==> src/rtl/sort_out_serializer_if.sv <==
// sort_out_serializer_if
//   Bundles the signals between the sorting network, the serializer and the
//   element consumer.
//   slave  : the serializer's view. It receives the in_* vector and out_ready,
//            and drives the element stream and the status flags.
//   master : the environment's view, with every direction reversed.
//   Signals:
//     in_valid/in_data/in_label                    sorted vector and its one-cycle strobe
//     out_valid/out_ready                          element handshake
//     out_data/out_label/out_index/out_last        current element
//     busy/overflow                                status flags
interface sort_out_serializer_if #(
  parameter int DATA_WIDTH  = 8,
  parameter int LABEL_WIDTH = 2,
  parameter int NUM_INPUTS  = 4
);
  localparam int IDX_W = $clog2(NUM_INPUTS);

  logic                              in_valid;
  logic [NUM_INPUTS*DATA_WIDTH-1:0]  in_data;
  logic [NUM_INPUTS*LABEL_WIDTH-1:0] in_label;
  logic                              out_valid;
  logic                              out_ready;
  logic [DATA_WIDTH-1:0]             out_data;
  logic [LABEL_WIDTH-1:0]            out_label;
  logic [IDX_W-1:0]                  out_index;
  logic                              out_last;
  logic                              busy;
  logic                              overflow;

  modport slave (
    input  in_valid, in_data, in_label, out_ready,
    output out_valid, out_data, out_label, out_index, out_last, busy, overflow
  );

  modport master (
    output in_valid, in_data, in_label, out_ready,
    input  out_valid, out_data, out_label, out_index, out_last, busy, overflow
  );
endinterface

==> src/rtl/sort_out_serializer.sv <==
// sort_out_serializer
//   Takes one sorted vector (data plus labels) from the sorting network on its
//   single-cycle valid pulse. It then streams the elements out one per
//   valid/ready transfer. The network cannot be stalled, so the block has two
//   slots: the active slot, which is streaming, and the pending slot, which is
//   queued. A vector that arrives while both slots are full is dropped, and the
//   sticky overflow flag is set.
//   Ports:
//     clk, rst   clock and synchronous active-high reset
//     bus        sort_out_serializer_if.slave (in_* vector, element stream, busy, overflow)
//     drop_count 16-bit count of dropped vectors, saturating. This port exists
//                only when SORT_OUT_SERIALIZER_DROP_CNT_EN is defined.
//   All outputs are decoded from registered state only.
module sort_out_serializer #(
  parameter int DATA_WIDTH  = 8,
  parameter int LABEL_WIDTH = 2,
  parameter int NUM_INPUTS  = 4
) (
  input  logic                   clk,
  input  logic                   rst,
  sort_out_serializer_if.slave   bus
`ifdef SORT_OUT_SERIALIZER_DROP_CNT_EN
  ,
  output logic [15:0]            drop_count
`endif
);
  localparam int IDX_W = $clog2(NUM_INPUTS);
  localparam logic [IDX_W-1:0] IDX_LAST = IDX_W'(NUM_INPUTS - 1);

  logic [DATA_WIDTH-1:0]  act_data_q  [NUM_INPUTS];
  logic [DATA_WIDTH-1:0]  act_data_d  [NUM_INPUTS];
  logic [LABEL_WIDTH-1:0] act_label_q [NUM_INPUTS];
  logic [LABEL_WIDTH-1:0] act_label_d [NUM_INPUTS];
  logic [DATA_WIDTH-1:0]  pend_data_q [NUM_INPUTS];
  logic [DATA_WIDTH-1:0]  pend_data_d [NUM_INPUTS];
  logic [LABEL_WIDTH-1:0] pend_label_q[NUM_INPUTS];
  logic [LABEL_WIDTH-1:0] pend_label_d[NUM_INPUTS];
  logic                   act_full_q, act_full_d;
  logic                   pend_full_q, pend_full_d;
  logic [IDX_W-1:0]       idx_q, idx_d;
  logic                   overflow_q, overflow_d;
  logic                   drop;

  logic [DATA_WIDTH-1:0]  in_data_v [NUM_INPUTS];
  logic [LABEL_WIDTH-1:0] in_label_v[NUM_INPUTS];

  logic xfer;
  logic retire;
  logic act_free;

  always_comb begin
    for (int k = 0; k < NUM_INPUTS; k++) begin
      in_data_v[k]  = bus.in_data[k*DATA_WIDTH +: DATA_WIDTH];
      in_label_v[k] = bus.in_label[k*LABEL_WIDTH +: LABEL_WIDTH];
    end
  end

  always_comb begin
    act_data_d   = act_data_q;
    act_label_d  = act_label_q;
    pend_data_d  = pend_data_q;
    pend_label_d = pend_label_q;
    act_full_d   = act_full_q;
    pend_full_d  = pend_full_q;
    idx_d        = idx_q;
    overflow_d   = overflow_q;
    drop         = 1'b0;

    xfer     = act_full_q && bus.out_ready;
    retire   = xfer && (idx_q == IDX_LAST);
    // Retiring frees the active slot in the same cycle, so a simultaneous
    // input can be taken without a bubble.
    act_free = !act_full_q || retire;

    if (xfer) begin
      idx_d = retire ? '0 : idx_q + IDX_W'(1);
    end

    if (bus.in_valid) begin
      if (act_free && !pend_full_q) begin
        act_data_d  = in_data_v;
        act_label_d = in_label_v;
        act_full_d  = 1'b1;
        idx_d       = '0;
      end else if (act_free) begin
        act_data_d   = pend_data_q;
        act_label_d  = pend_label_q;
        pend_data_d  = in_data_v;
        pend_label_d = in_label_v;
        act_full_d   = 1'b1;
        pend_full_d  = 1'b1;
        idx_d        = '0;
      end else if (!pend_full_q) begin
        pend_data_d  = in_data_v;
        pend_label_d = in_label_v;
        pend_full_d  = 1'b1;
      end else begin
        overflow_d = 1'b1;
        drop       = 1'b1;
      end
    end else if (retire) begin
      if (pend_full_q) begin
        act_data_d  = pend_data_q;
        act_label_d = pend_label_q;
        pend_full_d = 1'b0;
      end else begin
        act_full_d = 1'b0;
      end
    end
  end

  always_ff @(posedge clk) begin
    if (rst) begin
      for (int k = 0; k < NUM_INPUTS; k++) begin
        act_data_q[k]   <= '0;
        act_label_q[k]  <= '0;
        pend_data_q[k]  <= '0;
        pend_label_q[k] <= '0;
      end
      act_full_q  <= 1'b0;
      pend_full_q <= 1'b0;
      idx_q       <= '0;
      overflow_q  <= 1'b0;
    end else begin
      act_data_q   <= act_data_d;
      act_label_q  <= act_label_d;
      pend_data_q  <= pend_data_d;
      pend_label_q <= pend_label_d;
      act_full_q   <= act_full_d;
      pend_full_q  <= pend_full_d;
      idx_q        <= idx_d;
      overflow_q   <= overflow_d;
    end
  end

`ifdef SORT_OUT_SERIALIZER_DROP_CNT_EN
  logic [15:0] drop_cnt_q, drop_cnt_d;

  always_comb begin
    drop_cnt_d = drop_cnt_q;
    if (drop && (drop_cnt_q != 16'hFFFF)) begin
      drop_cnt_d = drop_cnt_q + 16'd1;
    end
  end

  always_ff @(posedge clk) begin
    if (rst) begin
      drop_cnt_q <= '0;
    end else begin
      drop_cnt_q <= drop_cnt_d;
    end
  end

  assign drop_count = drop_cnt_q;
`else
  logic unused_drop;
  assign unused_drop = drop;
`endif

  assign bus.out_valid = act_full_q;
  assign bus.busy      = act_full_q;
  assign bus.out_data  = act_data_q[idx_q];
  assign bus.out_label = act_label_q[idx_q];
  assign bus.out_index = idx_q;
  assign bus.out_last  = act_full_q && (idx_q == IDX_LAST);
  assign bus.overflow  = overflow_q;
endmodule

==> src/flat_wrapper.sv <==
// flat-port wrapper written by rule: the top's interface ports become plain ports
module sort_out_serializer_flat 
#(
  parameter int DATA_WIDTH  = 8,
  parameter int LABEL_WIDTH = 2,
  parameter int NUM_INPUTS  = 4
)
  (clk, rst, bus_in_valid, bus_in_data, bus_in_label, bus_out_ready, bus_out_valid, bus_out_data, bus_out_label, bus_out_index, bus_out_last, bus_busy, bus_overflow);
  sort_out_serializer_if #(.DATA_WIDTH(DATA_WIDTH), .LABEL_WIDTH(LABEL_WIDTH), .NUM_INPUTS(NUM_INPUTS)) bus_i ();
  input  logic clk;
  input  logic rst;
  input wire logic [$bits(bus_i.in_valid)-1:0] bus_in_valid;
  input wire logic [$bits(bus_i.in_data)-1:0] bus_in_data;
  input wire logic [$bits(bus_i.in_label)-1:0] bus_in_label;
  input wire logic [$bits(bus_i.out_ready)-1:0] bus_out_ready;
  output wire logic [$bits(bus_i.out_valid)-1:0] bus_out_valid;
  output wire logic [$bits(bus_i.out_data)-1:0] bus_out_data;
  output wire logic [$bits(bus_i.out_label)-1:0] bus_out_label;
  output wire logic [$bits(bus_i.out_index)-1:0] bus_out_index;
  output wire logic [$bits(bus_i.out_last)-1:0] bus_out_last;
  output wire logic [$bits(bus_i.busy)-1:0] bus_busy;
  output wire logic [$bits(bus_i.overflow)-1:0] bus_overflow;
  assign bus_i.in_valid = bus_in_valid;
  assign bus_i.in_data = bus_in_data;
  assign bus_i.in_label = bus_in_label;
  assign bus_i.out_ready = bus_out_ready;
  assign bus_out_valid = bus_i.out_valid;
  assign bus_out_data = bus_i.out_data;
  assign bus_out_label = bus_i.out_label;
  assign bus_out_index = bus_i.out_index;
  assign bus_out_last = bus_i.out_last;
  assign bus_busy = bus_i.busy;
  assign bus_overflow = bus_i.overflow;
  sort_out_serializer #(.DATA_WIDTH(DATA_WIDTH), .LABEL_WIDTH(LABEL_WIDTH), .NUM_INPUTS(NUM_INPUTS)) u_core (.clk(clk), .rst(rst), .bus(bus_i));
endmodule
==> config.mk <==
export PLATFORM = sky130hd
export DESIGN_NAME = sort_out_serializer_flat
export DESIGN_NICKNAME = d
export VERILOG_FILES = /design/src/rtl/sort_out_serializer_if.sv /design/src/rtl/sort_out_serializer.sv /design/src/flat_wrapper.sv
export SDC_FILE = /design/constraint.sdc
export NUM_CORES = 1
export LEC_CHECK = 0
export BUFFER_PORTS_ARGS = -buffer_cell sky130_fd_sc_hd__clkbuf_2
export CORE_ASPECT_RATIO = 1.5
export CORE_MARGIN = 3
export CORE_UTILIZATION = 50
export DETAILED_ROUTE_END_ITERATION = 16
export GPL_TIMING_DRIVEN = 0
export PLACE_DENSITY = 0.81
export SLEW_MARGIN = 15
export SYNTH_ARGS = -nofsm -noshare
export SYNTH_HDL_FRONTEND = slang
export SYNTH_SLANG_ARGS = --single-unit
export TNS_END_PERCENT = 5
==> constraint.sdc <==
create_clock -name clk -period 2.6 [get_ports clk]
set_input_delay 0.78 -clock clk [delete_from_list [all_inputs] [get_ports clk]]
set_output_delay 0.78 -clock clk [all_outputs]
set_load 0.005 [all_outputs]
==> results.txt <==
- Core ar.: 7660 sq um
- Dividing the detail-routed wire length by the instance count gives 17.2 um.
- In the finished design, the share of the clock period the worst path needs comes to 95.6%.
- The library cell used most frequently in the layout, excluding fill and tap cells, is sky130_fd_sc_hd__nand2_1.
* Wirelength, routed: 10.8 mm
* Via density: 5.81
- 0 antenna diodes ended up in the layout.
- The clock period could shrink to 2490 ps.
- DRC Markers: 0
* Starting density of the core: 52.0%
- Number of buffers and inverters on the critical path: 2
- In the final layout, the share of cells above drive strength 1 is 28.7%.
- Cell class contributing the biggest share of worst-path delay: multiplexers
- Share of the yosys chip area belonging to registers: 42.7%
- In the final design database the tool counted 567 nets.
- Total of max-cap violations: 0
- Top cells by area in the synthesized netlist: sky130_fd_sc_hd__dfxtp_1 (43%), sky130_fd_sc_hd__a311oi_2 (15%), sky130_fd_sc_hd__nand2_1 (12%)
- Of all nets on the critical path, the largest fanout is 10.
- Largest area contributor in the netlist: sky130_fd_sc_hd__dfxtp_1
- The synthesized design devotes to its leading area cell type 42.7% of total area.
* Leakage power total: 1.69 nW
- Distinct cell type count of the synthesized netlist: 23
- The detailed router finished its first iteration with 246 violations.
* WS Path Type: reg -> out
* Hold-fix buffers, CTS: 0
- Hold Worst Slack: 455 ps
* FF+latch count, synth: 85
- For the pin with the worst max-slew slack, the measured transition is 709 ps.
- Synth Cell Area: 3980 sq um
* First-pass GRT wire length: 17.6 mm
- Synth Warn #: 0
- Worst-case clock buffer depth: 2
* Synthesized netlist net count: 499
- Overall power: 3.30 mW
- Number of standard-cell rows in the floorplan: 39
- Clock tree from TritonCTS: yes
* Final count of pins violating max slew: 0
- STA classifies the critical path startpoint as a flip-flop.
- Area growth from synthesis to layout: 18.6%
* Number of sinks handled by clock tree synthesis: 85
* Clk Tree Root Cell: sky130_fd_sc_hd__clkbuf_16
- The most used flip-flop cell after synthesis is sky130_fd_sc_hd__dfxtp_1.
* Instance count of the mapped netlist: 453
- Highest cell delay on the worst timing path: 540 ps
* Number of gates given a new drive strength after cts: 8
- Total negative slack: 0 ps
- IO Count: 60
- Final count of negative-setup-slack endpoints: 0
- Count of endpoints failing hold in the final timing report: 0
- In this run the number of H-tree levels came out at 3.
- The via count of the first global-routing pass is 3758.
- Initial antenna violation count: 0
- Worst clock skew: 7.45 ps
- The critical path goes through buf_4 > mux4_2 > clkbuf_2.
* Mean post-synth cell area: 8.79 sq um
- DIE AREA: 9090 sq um
- The worst setup path is captured at an output pin.
- Class of the most critical hold timing path: reg -> reg
- In the layout the commonest cells are sky130_fd_sc_hd__nand2_1 (124), sky130_fd_sc_hd__a21oi_1 (84), sky130_fd_sc_hd__dfxtp_1 (84).
- After routing the design area is 4720 sq um.
* Post-synth EDFFs: 0
- For this design, the slowest cell found on the critical path is sky130_fd_sc_hd__mux4_2.
* Router iterations before antenna repair: 4
- Die height: 115 um
* Slew headroom: 52.8%
- Antenna Nets Post-Route: 0
- Detailed placement HPWL: 7.73 mm
- Async set-or-reset flop fraction in the synthesized netlist: 0%
- Total routing resource utilization after global routing: 25.0%
- For the worst setup path, the data required time is 1820 ps.
* Post-CTS clock slew at the launch and capture registers of the worst setup and hold paths: 60 ps
- Gpl congestion: 0.873
- The placed instances occupy a cell area of 4400 sq um.
- The worst-case IR drop observed on VDD is 0.000379 V.
* Number of buffer cells added on primary ports: 58
* Number of vias after detailed routing: 3648
- Buffers added to address setup during post-CTS repair amount to 0.
- Setup repair after global routing left no endpoint under its margin.
- After global routing the overflow that remains totals 0.
- Based on the critical path, the design can be clocked at up to 0.402 GHz.
- Largest net degree at the start of global routing: 15
- STA puts the critical path data arrival time at 1710 ps.
- In this run the power density over the cells is 699 nW/um^2.
* Number of CTS-inserted buffers: 9
* Clock latency on the worst-skew pair: 340 ps
* Die extent in x: 78.9 um
* Run status: completed
## synth_stat cells, drive strengths merged (2+ instances only)
library cell  instances
ha                    2
a311oi               40
dfxtp                85
a21oi                84
nor2                  7
nand2               124
clkbuf               34
buf                  14
nand3                41
and2                  3
inv                   2
mux4                 10
## cells by family (layout without fill, tap and decap cells)
| logic type | after synthesis | in the layout | synth area share (%) |
|---|---|---|---|
| fa+ha+maj | 2 | 2 | 0.628 |
| compound gates | 127 | 127 | 26.3 |
| buf+inv | 50 | 123 | 5.91 |
| simple gates | 178 | 178 | 18.5 |
| flops | 85 | 85 | 42.7 |
| mux | 11 | 11 | 5.91 |
## report_power, final
part / internal (mW) / switching, mW / total [mW] / leakage, nW
sequential: 1.40 / 0.0628 / 1.46 / 0.698
clock: 0.772 / 0.520 / 1.29 / 0.142
combinational: 0.216 / 0.329 / 0.546 / 0.848
total: 2.39 / 0.912 / 3.30 / 1.69
## layout make-up
| class | count | area, sq um |
|---|---|---|
| Tap cell | 102 | 128 |
| Fill cell | 686 | 2940 |
| Clock inverter | 5 | 58.8 |
| Clock buffer | 11 | 243 |
| Buffer | 47 | 249 |
| Timing Repair Buffer | 58 | 290 |
| Sequential cell | 85 | 1700 |
| Multi-Input combinational cell | 318 | 2040 |
| Inverter | 2 | 7.51 |
## path summary, 6_finish.rpt
path | start | end | slack (ps) | cells after the start
min | u_core.pend_data_q[29]$_SDFFE_PP0P_ | u_core.pend_data_q[29]$_SDFFE_PP0P_ | 450 | 2
max | u_core.bus.out_index[0]$_SDFF_PP0_ | bus_out_data[5] | 110 | 3
max reg2reg | u_core.bus.out_index[0]$_SDFF_PP0_ | u_core.act_data_q[12]$_SDFFE_PP0P_ | 130 | 9
min reg2reg | u_core.pend_data_q[29]$_SDFFE_PP0P_ | u_core.pend_data_q[29]$_SDFFE_PP0P_ | 450 | 2
## worst register-to-register path: cells and delay by family, from the launching register on
family          cells  cell delay [ps]
buf+inv             3              570
compound gates      2              530
flops               1              380
simple gates        2              310
fa+ha+maj           2              600
## flip-flops by register name (all words and copies together) (netlist names)
| register | cells |
|---|---|
| u_core.pend_label_q | 8 |
| u_core.act_label_q | 8 |
| u_core.bus.out_index | 2 |
| u_core.pend_full_q | 1 |
| u_core.act_data_q | 32 |
| u_core.bus.busy | 1 |
| u_core.bus.overflow | 1 |
| u_core.pend_data_q | 32 |
## routing by layer
| layer | wire, um | global-route usage [%] |
|---|---|---|
| met5 | 0 | 0 |
| met1 | 4120 | 27.2 |
| met3 | 546 | 3.92 |
| met2 | 5670 | 44.0 |
| met4 | 478 | 17.2 |
## metrics by stage
step	cells	utilization (%)	setup slack, ps
global placement	613	57.4	-239
global route	628	61.7	6.53
floorplan	453	-	290
detailed placement	613	57.4	-297
CTS	629	61.5	20.2
finish	628	61.7	115
(Power assumes the default switching activity.)
